[config.mk]
export PLATFORM = sky130hd
export DESIGN_NAME = seq_pattern_detector
export DESIGN_NICKNAME = d
export VERILOG_FILES = /design/src/rtl/seq_det_pkg.sv /design/src/rtl/sat_counter.sv /design/src/rtl/seq_pattern_detector.sv
export SDC_FILE = /design/constraint.sdc
export NUM_CORES = 1
export LEC_CHECK = 0
export ABC_AREA = 1
export CAP_MARGIN = 20
export CORE_MARGIN = 2
export CORE_UTILIZATION = 45
export CTS_BUF_LIST = sky130_fd_sc_hd__clkbuf_4 sky130_fd_sc_hd__clkbuf_8
export DETAILED_ROUTE_END_ITERATION = 8
export GPL_TIMING_DRIVEN = 1
export PLACE_DENSITY = 0.69
export SLEW_MARGIN = 10
export SYNTH_ARGS = -nofsm -noshare
export SYNTH_HDL_FRONTEND = slang
export SYNTH_HIERARCHICAL = 1
export SYNTH_SLANG_ARGS = --single-unit
[constraint.sdc]
create_clock -name clk -period 2.2 [get_ports clk]
set_clock_uncertainty 0.05 [all_clocks]
set_input_delay 0.44 -clock clk [delete_from_list [all_inputs] [get_ports clk]]
set_output_delay 0.44 -clock clk [all_outputs]
set_load 0.03 [all_outputs]
[src/rtl/seq_det_pkg.sv]
// Shared definitions for the serial pattern detector: FSM state encoding and counter limits.
package seq_det_pkg;

  typedef enum logic [1:0] {
    DISABLED = 2'd0,
    FILL     = 2'd1,
    HUNT     = 2'd2
  } state_t;

  localparam int MATCH_CNT_W_DEF = 8;
  localparam logic [MATCH_CNT_W_DEF-1:0] CNT_MAX = '1;

endpackage

[src/rtl/sat_counter.sv]
// Saturating up-counter; synchronous clear has priority over increment.
module sat_counter #(
  parameter int W = 8
) (
  input  logic         clk,
  input  logic         reset,
  input  logic         inc,
  input  logic         clr,
  output logic [W-1:0] out
);

  logic [W-1:0] r_cnt;

  always_ff @(posedge clk or negedge reset) begin
    if (!reset) begin
      r_cnt <= '0;
    end else if (clr) begin
      r_cnt <= '0;
    end else if (inc && (r_cnt != {W{1'b1}})) begin
      r_cnt <= r_cnt + W'(1);
    end
  end

  assign out = r_cnt;

endmodule

[src/rtl/seq_pattern_detector.sv]
// Serial pattern detector: flags each PAT_W-bit occurrence of PATTERN in a valid-qualified
// bit stream, with overlapping or flushing match semantics and a saturating match counter.
module seq_pattern_detector
  import seq_det_pkg::*;
#(
  parameter int                 PAT_W       = 4,
  parameter logic [PAT_W-1:0]   PATTERN     = 4'b1011,
  parameter bit                 OVERLAP     = 1'b1,
  parameter int                 MATCH_CNT_W = MATCH_CNT_W_DEF
) (
  input  logic                   clk,
  input  logic                   reset,
  input  logic                   en,
  input  logic                   in_valid,
  input  logic                   in,
  input  logic                   clr_cnt,
  output logic                   armed,
  output logic                   match,
  output logic [MATCH_CNT_W-1:0] match_cnt
);

  localparam int FILL_W = $clog2(PAT_W + 1);
  localparam logic [FILL_W-1:0] FILL_LAST = FILL_W'(PAT_W - 1);

  state_t             r_state;
  logic [PAT_W-1:0]   r_hist;
  logic [FILL_W-1:0]  r_fill;
  logic               r_match;
  logic               r_armed;

  logic               w_acc;
  logic [PAT_W-1:0]   w_hist_nxt;
  logic               w_complete;
  logic               w_hit;

  assign w_acc      = en & in_valid;
  assign w_hist_nxt = {r_hist[PAT_W-2:0], in};
  // A bit in DISABLED (with en high) is accepted as the first fill bit.
  assign w_complete = (r_state == HUNT) || (r_fill == FILL_LAST);
  assign w_hit      = w_acc && w_complete && (w_hist_nxt == PATTERN);

  always_ff @(posedge clk or negedge reset) begin
    if (!reset) begin
      r_state <= DISABLED;
      r_hist  <= '0;
      r_fill  <= '0;
      r_match <= 1'b0;
      r_armed <= 1'b0;
    end else if (!en) begin
      r_state <= DISABLED;
      r_hist  <= '0;
      r_fill  <= '0;
      r_match <= 1'b0;
      r_armed <= 1'b0;
    end else begin
      r_match <= w_hit;
      if (w_acc) begin
        if (w_hit && !OVERLAP) begin
          r_hist  <= '0;
          r_fill  <= '0;
          r_state <= FILL;
          r_armed <= 1'b0;
        end else if (r_state == HUNT || r_fill == FILL_LAST) begin
          r_hist  <= w_hist_nxt;
          r_fill  <= FILL_LAST;
          r_state <= HUNT;
          r_armed <= 1'b1;
        end else begin
          r_hist  <= w_hist_nxt;
          r_fill  <= r_fill + FILL_W'(1);
          r_state <= FILL;
          r_armed <= 1'b0;
        end
      end else if (r_state == DISABLED) begin
        r_state <= FILL;
      end
    end
  end

  // Counter steps on the same edge that raises match, so clr_cnt alongside wins cleanly.
  sat_counter #(
    .W (MATCH_CNT_W)
  ) u_cnt (
    .clk   (clk),
    .reset (reset),
    .inc   (w_hit),
    .clr   (clr_cnt),
    .out   (match_cnt)
  );

  assign match = r_match;
  assign armed = r_armed;

endmodule
==> results.json, run 1 <==
{
  "ant_nets": 0,
  "grt-ovfl-total": 0,
  "vdd_drop_max_mv": 0.307,
  "muxShareOfSynthArea": 0,
  "ys_seq_elements": 18,
  "wl_per_cell_um": 11.0,
  "setup_viol": 0,
  "pin_count": 16,
  "grt_max_degree": 19,
  "globalRouteMet2Util": 0.298,
  "leakagePower_uw": 0.000592,
  "synth_cell_types": 22,
  "rsz0062_at_grt": "false",
  "grt_use_met3": 0.0387,
  "portBuffers": 15,
  "clkSlewWorstSetupHoldPaths_ns": 0.09,
  "synth_xor_area_frac": 0,
  "seq_area_frac_synth": 0.460,
  "syn2layout_area_growth_pct": 22.6,
  "fp.dieH_um": 50.7,
  "die_w_um": 50.7,
  "relSlewSlack": 0.793,
  "start_util": 0.489,
  "place_inst": 171,
  "cts.path.max_buffers": 2,
  "place_area_sq_mm": 0.00118,
  "cts_root_buf": "clkbuf_4",
  "synth_top_family_by_area": "simple AND/OR/NAND/NOR gates",
  "grt_pass1_wl_um": 3240,
  "cts.sinks": 18,
  "max_freq_ghz": 0.517,
  "nNetsFinal": 158,
  "hold_buffers": 0,
  "grt_pass1_vias": 798,
  "path_class": "reg -> out",
  "die_area_sq_mm": 0.00257,
  "yosys_warnings": 6,
  "synthesis.area_sq_um": 980,
  "grtUsageTotal": 0.168,
  "final_cell_mix": "43 x nand2_1, 18 x dfrtp_1, 17 x inv_1",
  "synth_adder_area_share": 0.0383,
  "core-area_sq_mm": 0.00200,
  "worst_pin_slew_ns": 0.309,
  "crit_chain": "clkdlybuf4s50_1",
  "worst-path-buf-inv": 1,
  "layout_commonest_cell": "nand2_1",
  "tns_ns": 0,
  "gp_congestion": 0.882,
  "r2r_setup_slack_ns": 0.44,
  "slowest_stage": "clkdlybuf4s50_1",
  "end_kind": "output port",
  "syn_avg_cell_area_sq_um": 7.71,
  "yosys.area_share.simple": 0.341,
  "worstSkewPairLatency_ns": 0.28,
  "hold_class": "in -> async",
  "outcome": "completed",
  "cts_resized": 0,
  "crit_fanout": 7,
  "viasPerCell": 5.03,
  "maxCapViolCount": 0,
  "drt_first_pass_iters": 6,
  "dp_hpwl_um": 1510,
  "finalHoldViolations": 0,
  "cts_tree": "built",
  "p_per_area_mw_per_mm2": 477,
  "antenna_cells": 0,
  "cp.required_ns": 1.71,
  "antenna_found_initial": 0,
  "drtIter0Drc": 19,
  "reg2reg_to": "u_cnt/out[7]",
  "finalMaxSlewViolations": 0,
  "startpoint": "u_cnt/out[5]",
  "cp_slowest_stage_delay_ns": 0.71,
  "critPathTopFamily": "buffers and inverters",
  "timing.final.crit_share": 0.879,
  "busiest_layer": "met2",
  "r2r-start": "r_fill[0]",
  "core.rowCount": 16,
  "finish.instance_area_sq_mm": 0.00120,
  "crit_arrival_ns": 1.44,
  "start_kind": "register",
  "drc_errors": 0,
  "htreeDepth": 1,
  "met1_usage": 0.190,
  "fin_cells": 174,
  "fin_crit_ns": 1.93,
  "postCtsSetupRepairBufs": 0,
  "finalWirelength_um": 1920,
  "cts_buffers": 3,
  "drive_gt1_frac": 0.129,
  "worstRegToRegCells": 11,
  "syn_inst": 127,
  "vias": 875,
  "synth-compound-area-share": 0.0792,
  "synth_nets": 136
}
-- cells in the mapped netlist (all sizes together) --
master  instances  share of area
ha              3          0.038
nand2          48           0.21
nand3          11          0.056
o21bai          2          0.015
o22ai           1         0.0064
nand4           1         0.0064
dfrtp          18           0.46
or2             1         0.0064
o21ai           4          0.028
a21oi           5          0.029
clkinv          1         0.0089
nor2           11          0.055
inv            19          0.073
nor3            2          0.010
-- per-stage QoR --
step	hold WS, ns	utilization	worst slack [ns]	power (uW)
after global routing	0.438	0.600	0.193	612
after detailed placement	0.425	0.589	0.0794	428
final	0.435	0.600	0.266	573
after floorplan	0.0944	-	0.568	394
after global placement	0.423	0.589	0.162	426
after CTS	0.432	0.600	0.253	585
-- state kept, by name (all words and copies together), names as in the netlist --
register	flops
r_state	2
match	1
r_fill	3
r_hist	3
armed	1
u_cnt/out	8
-- how the worst max path moves through the flow --
stage | to | cells after the start
floorplan | u_cnt/out[7] | 11
global placement | u_cnt/out[7] | 10
detailed placement | u_cnt/out[7] | 10
CTS | match_cnt[5] | 1
global route | match_cnt[5] | 1
finish | match_cnt[5] | 1
-- layout make-up --
class	instances	area, sq um
tap	27	33.8
timing repair buffer	17	165
fill	189	801
inverter	20	80.1
sequential	18	450
multi-input combinational	89	449
clock buffer	3	22.5
-- cell families (layout without fill, tap and decap cells) --
| family | after synthesis | count (layout) |
|---|---|---|
| buf+inv | 20 | 40 |
| compound gates | 12 | 12 |
| simple gates | 74 | 74 |
| fa+ha+maj | 3 | 3 |
| flops | 18 | 18 |
-- power by group --
part / switching (uW) / total [uW] / internal [uW] / leakage, uW
Sequential: 9.61 / 351 / 341 / 0.000245
Clock: 89.1 / 152 / 63.4 / 0.0000138
Combinational: 42.2 / 70.0 / 27.9 / 0.000334
Total: 141 / 573 / 433 / 0.000592
-- metal layers --
metal  up-vias  part of all wire
met5         -                 0
met4         0            0.0062
met3         2             0.048
met2        25              0.52
met1       405              0.42
li1        443                 -
Power figures use the tool's default switching activity.
==> inputs of run 2 (changes only) <==
--- a/config.mk
+++ b/config.mk
@@ -11,6 +11,7 @@
 export CORE_UTILIZATION = 45
 export CTS_BUF_LIST = sky130_fd_sc_hd__clkbuf_4 sky130_fd_sc_hd__clkbuf_8
 export DETAILED_ROUTE_END_ITERATION = 8
+export GPL_ROUTABILITY_DRIVEN = 0
 export GPL_TIMING_DRIVEN = 1
 export PLACE_DENSITY = 0.69
 export SLEW_MARGIN = 10
==> results of run 2 <==
No change in the layout: final DEF, timing and power equal those of run 1.
